--- src/rtl/seq_controller.sv ---
// Multi-cycle SEQ Y86-64 sequencer: owns the PC, steps each instruction through six
// one-hot phases and halts with a Y86 status code. Define SEQ_CTRL_STEP_EN for single-step PAUSE.
module seq_controller #(
    parameter logic [63:0] RESET_PC = 64'd0,
    parameter int          CNT_W    = 32
) (
    input  logic             clk,
    input  logic             rst_n,
    input  logic             start,
    input  logic             step,
    input  logic [3:0]       icode,
    input  logic [63:0]      valC,
    input  logic [63:0]      valP,
    input  logic             invalid_inst,
    input  logic             imem_error,
    input  logic             halt,
    input  logic             cnd,
    input  logic [63:0]      valM,
    input  logic             dmem_error,
    output logic [63:0]      pc,
    output logic             fetch_en,
    output logic             decode_en,
    output logic             exec_en,
    output logic             mem_en,
    output logic             wb_en,
    output logic             pcu_en,
    output logic [2:0]       stat,
    output logic             busy,
    output logic             done,
    output logic [CNT_W-1:0] instr_cnt
);

    localparam logic [2:0] STAT_AOK = 3'd1;
    localparam logic [2:0] STAT_HLT = 3'd2;
    localparam logic [2:0] STAT_ADR = 3'd3;
    localparam logic [2:0] STAT_INS = 3'd4;

    localparam logic [3:0] ICODE_HALT = 4'h0;
    localparam logic [3:0] ICODE_JXX  = 4'h7;
    localparam logic [3:0] ICODE_CALL = 4'h8;
    localparam logic [3:0] ICODE_RET  = 4'h9;

    localparam logic [CNT_W-1:0] CNT_ONE = CNT_W'(1);

    typedef enum logic [3:0] {
        S_IDLE,
        S_FETCH,
        S_DECODE,
        S_EXEC,
        S_MEM,
        S_WB,
        S_PCU,
`ifdef SEQ_CTRL_STEP_EN
        S_PAUSE,
`endif
        S_HALTED
    } state_e;

    state_e state_q, state_d;

    logic [63:0]      pc_q, pc_d;
    logic [2:0]       stat_q, stat_d;
    logic [CNT_W-1:0] cnt_q, cnt_d;
    logic [3:0]       icode_q, icode_d;
    logic [63:0]      valc_q, valc_d;
    logic [63:0]      valp_q, valp_d;
    logic [63:0]      valm_q, valm_d;
    logic             cnd_q, cnd_d;

    logic             fetch_fault;
    logic [63:0]      next_pc;

`ifndef SEQ_CTRL_STEP_EN
    logic unused_step;
    assign unused_step = step;
`endif

    assign fetch_fault = imem_error | invalid_inst | halt | (icode == ICODE_HALT);

    // NOTE: sequential state uses non-blocking assignments and a synchronous reset
    // sampled on the clock edge, so every register here comes out of reset together.
    always_ff @(posedge clk) begin
        if (!rst_n) begin
            state_q <= S_IDLE;
        end else begin
            state_q <= state_d;
        end
    end

    // NOTE: every variable written in a combinational block gets a default first,
    // otherwise unlisted case arms infer latches.
    always_comb begin
        state_d = state_q;
        case (state_q)
            S_IDLE:   if (start) state_d = S_FETCH;
            S_FETCH:  state_d = fetch_fault ? S_HALTED : S_DECODE;
            S_DECODE: state_d = S_EXEC;
            S_EXEC:   state_d = S_MEM;
            S_MEM:    state_d = dmem_error ? S_HALTED : S_WB;
            S_WB:     state_d = S_PCU;
`ifdef SEQ_CTRL_STEP_EN
            S_PCU:    state_d = S_PAUSE;
            S_PAUSE:  if (step) state_d = S_FETCH;
`else
            S_PCU:    state_d = S_FETCH;
`endif
            S_HALTED: state_d = S_HALTED;
            default:  state_d = S_IDLE;
        endcase
    end

    always_comb begin
        fetch_en  = (state_q == S_FETCH);
        decode_en = (state_q == S_DECODE);
        exec_en   = (state_q == S_EXEC);
        mem_en    = (state_q == S_MEM);
        wb_en     = (state_q == S_WB);
        pcu_en    = (state_q == S_PCU);
        done      = (state_q == S_HALTED);
        busy      = (state_q != S_IDLE) && (state_q != S_HALTED);
    end

    always_comb begin
        case (icode_q)
            ICODE_CALL: next_pc = valc_q;
            ICODE_JXX:  next_pc = cnd_q ? valc_q : valp_q;
            ICODE_RET:  next_pc = valm_q;
            default:    next_pc = valp_q;
        endcase
    end

    always_comb begin
        pc_d    = pc_q;
        stat_d  = stat_q;
        cnt_d   = cnt_q;
        icode_d = icode_q;
        valc_d  = valc_q;
        valp_d  = valp_q;
        valm_d  = valm_q;
        cnd_d   = cnd_q;
        case (state_q)
            S_FETCH: begin
                icode_d = icode;
                valc_d  = valC;
                valp_d  = valP;
                if (imem_error)        stat_d = STAT_ADR;
                else if (invalid_inst) stat_d = STAT_INS;
                else if (fetch_fault)  stat_d = STAT_HLT;
            end
            S_EXEC: cnd_d = cnd;
            S_MEM: begin
                valm_d = valM;
                if (dmem_error) stat_d = STAT_ADR;
            end
            S_PCU: begin
                pc_d  = next_pc;
                cnt_d = cnt_q + CNT_ONE;
            end
            default: ;
        endcase
    end

    // A faulting instruction never reaches PCU, so pc keeps its address and it is not counted.
    always_ff @(posedge clk) begin
        if (!rst_n) begin
            pc_q    <= RESET_PC;
            stat_q  <= STAT_AOK;
            cnt_q   <= '0;
            icode_q <= '0;
            valc_q  <= '0;
            valp_q  <= '0;
            valm_q  <= '0;
            cnd_q   <= 1'b0;
        end else begin
            pc_q    <= pc_d;
            stat_q  <= stat_d;
            cnt_q   <= cnt_d;
            icode_q <= icode_d;
            valc_q  <= valc_d;
            valp_q  <= valp_d;
            valm_q  <= valm_d;
            cnd_q   <= cnd_d;
        end
    end

    assign pc        = pc_q;
    assign stat      = stat_q;
    assign instr_cnt = cnt_q;

endmodule

--- config.mk ---
export PLATFORM = sky130hd
export DESIGN_NAME = seq_controller
export DESIGN_NICKNAME = d
export VERILOG_FILES = /design/src/rtl/seq_controller.sv
export SDC_FILE = /design/constraint.sdc
export NUM_CORES = 1
export LEC_CHECK = 0
export BUFFER_PORTS_ARGS = -buffer_cell sky130_fd_sc_hd__buf_2
export CORE_MARGIN = 1
export CORE_UTILIZATION = 30
export DETAILED_ROUTE_END_ITERATION = 8
export SLEW_MARGIN = 30
export SYNTH_ARGS = -nofsm -noshare
export SYNTH_HDL_FRONTEND = slang
export SYNTH_SLANG_ARGS = --single-unit
--- constraint.sdc ---
create_clock -name clk -period 5.6 [get_ports clk]
set_input_delay 0.56 -clock clk [delete_from_list [all_inputs] [get_ports clk]]
set_output_delay 0.56 -clock clk [all_outputs]
set_load 0.01 [all_outputs]
; ---- Yosys cells after proc, flatten, opt, wreduce, memory -nomap -nowiden
; Cells that the tools add are included.
[op_classes]
add_sub_neg = 1
mul = 0
n_div = 0
order_cmp = 0
n_eq_ne = 14
shifts = 0
muxes = 11
n_bitwise = 3
n_reduce_logical = 6
[ops]
columns = op, n
row1 = case mux 64 bit (3 select lines), 1
row2 = 2-to-1 mux 64 bit, 1
row3 = "adder 32 x 1 -> 32 bit, second input constant", 1
row4 = case mux 4 bit (8 select lines), 1
row5 = "== test 4 x 3 -> 1 bit, second input constant", 5
row6 = 2-to-1 mux 3 bit, 5
row7 = "== test 4 x 2 -> 1 bit, second input constant", 2
row8 = "== test 4 bit, second input constant", 2
row9 = zero test 4 bit, 2
row10 = "inequality test 4 x 3 -> 1 bit, second input constant", 2
row11 = case mux 3 bit (2 select lines), 1
row12 = "== test 4 x 1 -> 1 bit, second input constant", 1
row13 = 2-to-1 mux 4 bit, 1
row14 = "inequality test 2 bit, second input constant", 2
row15 = nonzero test 4 bit, 1
row16 = bitwise OR 1 bit, 3
row17 = AND reduction 3 bit, 1
row18 = 2-to-1 mux 2 bit, 1
row19 = nonzero test 2 bit, 1
row20 = logical AND 1 bit, 1
[word_totals]
reg_bits = 300
latch_bits = 0
ramBits = 0
rom_bits = 0
input_bits = 205
output_inout_bits = 107
elab_cells = 44
n_memories = 0

; ---- Longest topological paths before layout
[logic_depth]
ltp_word = 7
depth_mapped = 9

; ---- Least setup slack after synthesis
; Ideal clock, no wire load.
[synth_timing]
path_type = flip-flop to flip-flop
start = reg cnt_q[0] (netlist: instr_cnt[0])
end = reg cnt_q[22] (netlist: instr_cnt[22])
setup_time_ns = 0.134
arrival_ns = 1.841
t_required_ns = 5.466
path_slack_ns = 3.625
path_stages_with_launch = 8
synth_period_minus_slack_ns = 1.975
cell_sequence = dfxtp_1 ha_1 nand3_1 or4_4 buf_6 buf_6 o311ai_2 o41ai_2
[synth_between]
elab_chain_cells = 1
[synth_lines]
columns = element, line
row1 = start: declaration, 63  ; logic [CNT_W-1:0] cnt_q, cnt_d;
row2 = start signal: assignment, 177  ; cnt_q <= cnt_d;
row3 = adder 32 x 1 -> 32 bit, 157  ; cnt_d = cnt_q + CNT_ONE;
; No other way between the ends.
; A chain may end at the register's enable or synchronous reset.

; ---- Final worst setup path
[layout_timing]
start = reg state_q[1]
end = out fetch_en
[layout_between]
elab_chain_cells = 1
[layout_lines]
columns = element, line
row1 = start: declaration, 59  ; state_e state_q, state_d;
row2 = start signal: assignment, 86  ; state_q <= state_d;
row3 = == test 4 x 1 -> 1 bit, 113  ; fetch_en = (state_q == S_FETCH);
row4 = end: declaration, 21  ; output logic fetch_en,
; No other way between the ends.

==> metrics.txt <==
status=finished, final reports clean; layout cells sized above 1=0.232; Hold Crit Class=primary input to flop; worst path buffer plus inverter count=2; Hold EP=valp_q[51]; Worst R2R Path Depth=5; Setup WS post-layout=2.56 ns; largest family of logic cells by synthesized area=compound AO/OA/AOI/OAI gates; Leak=5.78 nW; number of vias per cell=between 5 and 6; dpl cells=2165; kind of critical path=flop to output port; Setup Viol. Count Final=0; Warnings, synthesis=0; buffers from clock root to sink, at most=3; Die X=between 150 and 200 µm; CP max stage cell=inv_6; Setup Buffers After CTS=0; worst path arrival time=2.48 ns; WL final=~39 mm; PwrDens=452 nW/µm²; maximum clock rate=329 MHz; critical-path maximum fanout=88; Mapped Nets=1658; CTS tree=done; asr flop ratio synth=0; RSZ-0062 raised after global routing=no; via count=11200; EDFF count, synth=0; fin cells=approximately 2200; Crit. End Element=output port; antenna violation net count after detailed routing=0; global-route usage over all layers=0.191; fillers=a little over 4000; detailed-route DRC error count=0; Initial Utilization=0.306; reg2reg setup slack=2.74 ns; worst-skew pair later-pin latency=0.52 ns; post-DP HPWL=23.9 mm; GRT overflow=0; CTS Sinks=approximately 300; H-tree levels=2; CTS root buffer=clkbuf_16; Mapped Area=11600 µm²; required time worst endpoint=5.04 ns; simple logic cell fraction of the synthesized area=0.198; max_cap viols=0; Site Rows=71; commonest non-fill, non-tap cell in the layout=nand2_1; Synth Area in Compound Gates=0.226; Synth Instances=1452; Critical Path Start Type=flop; min cycle time layout=3.04 ns; Reg-to-Reg Start=icode_q[3]; hold_sp=valP[51]; sequential area share after synthesis=0.516; area share of fa/ha/maj cells after synthesis=0.00108; PostCTS Resize Cnt=0; Setup WS pre-CTS=between 2 and 3 ns; post-placement cell area=around 13000 µm²; number of synthesized register bits=approximately 300; Setup TNS=0 ns; Die Ht=199 µm; Synth Area in XOR/XNOR=0.00680; Die Area=39400 µm²; worst-case vdd ir drop=230 µV; Worst Tran Pin Value=a little under 0.9 ns; # nets final=1897; slowest stage delay, CP=about 0.6 ns; ys flop type=dfxtp_1; clock skew=0.0190 ns; final-report max-slew violation count=0; most frequent cells in the layout=nand2_1 (479), buf_2 (309), dfxtp_1 (299); DR iter-0 viols=693; Final Cycle Share=0.543; GP Congestion=0.759; largest net degree at the start of global routing=94; Min Hold Slack=around 0.28 ns; I/O Pins=312; final total power=6.59 mW; Hold Vio Cnt, Final=0; cts bufs inserted=35; initial antenna violation count=10; design area=14600 µm²; vias in the first global route=between 10000 and 15000; Worst R2R End=pc[6]; Avg Cell Area, Syn=7.99 µm²; fin util=0.385; CP cell instances=nand2b_1 -> nand2b_4 -> inv_6 -> buf_2; CTS Hold Bufs=0; TritonRoute pass-1 iters=5; Worst path top cell family by delay=buffers and inverters; Hold Path Cell Cnt=3; area of the core=around 38000 µm²; Clock transition at path regs=0.06 ns; first-pass GRT wire length=59.1 mm; max_slew headroom=0.414; mux cell area share after synthesis=0.00345; Routed WL per cell=17.3 µm; Area Growth Syn to Fin=25.8%; Cell variety after synth=43; PortBufs=310
-- per-layer routing --
layer / up-vias / track usage / wire length (µm)
met2: 353 / 0.318 / 18600
li1: 5471 / - / -
met3: 49 / 0.0537 / 3050
met1: 5297 / 0.240 / 16300
met5: - / 0 / 59
met4: 8 / 0.0544 / 523
-- worst reg2reg max path, cell delays in order, from the launching register on --
cell and delay, ns:
dfxtp_1 0.33, nor3b_1 0.66, and2_2 0.69, buf_4 0.64, a221oi_1 0.25, a21oi_1 0.20
-- synth_stat cells (9+ instances only) --
cell,number,area share
or3_1,9,0.0049
clkbuf_1,94,0.030
inv_1,10,0.0032
o21ai_0,75,0.032
dfxtp_1,299,0.52
a21oi_1,275,0.12
nand2b_1,14,0.0076
nor2_1,15,0.0049
a221oi_1,64,0.048
nand2_1,479,0.16
buf_2,15,0.0065
nand3_1,14,0.0060
-- sequential cells by signal, summed over array words and instances (netlist names) --
signal     flops
pc            64
valc_q        64
valm_q        64
valp_q        64
instr_cnt     32
icode_q        4
stat           3
state_q        3
cnd_q          1
-- power breakdown --
part | switching, mW | internal (mW)
Sequential | 0.212 | 2.52
Combinational | 1.10 | 0.464
Clock | 0.886 | 1.41
Total | 2.20 | 4.39
-- worst max path at each step --
stage	start	endpoint	cells after the start
after floorplan	instr_cnt[0]	instr_cnt[22]	7
after detailed placement	state_q[0]	valp_q[7]	6
after global routing	state_q[0]	fetch_en	4
final	state_q[1]	fetch_en	4
after CTS	state_q[0]	fetch_en	4
after global placement	state_q[1]	valc_q[16]	6
-- cell type report --
cell class,count,area [µm²],share of cell area
diodes,4,10.0,0.000686
clock buffers,50,1060,0.0730
clock inverters,8,96.3,0.00660
inverters,13,58.8,0.00403
multi-input cells,1019,5070,0.348
flip-flops and latches,299,5990,0.410
well taps,511,639,0.0438
repair buffers,323,1660,0.114
-- kinds of logic after synthesis --
logic type,after synthesis
DFF,299
AOI/OAI and AO/OA,442
and+or+nand+nor,563
adders and majority gates,1
muxes,4
buffers and inverters,134
xor gates and xnor gates,9
Note: power is estimated with default switching activity, not from simulation.
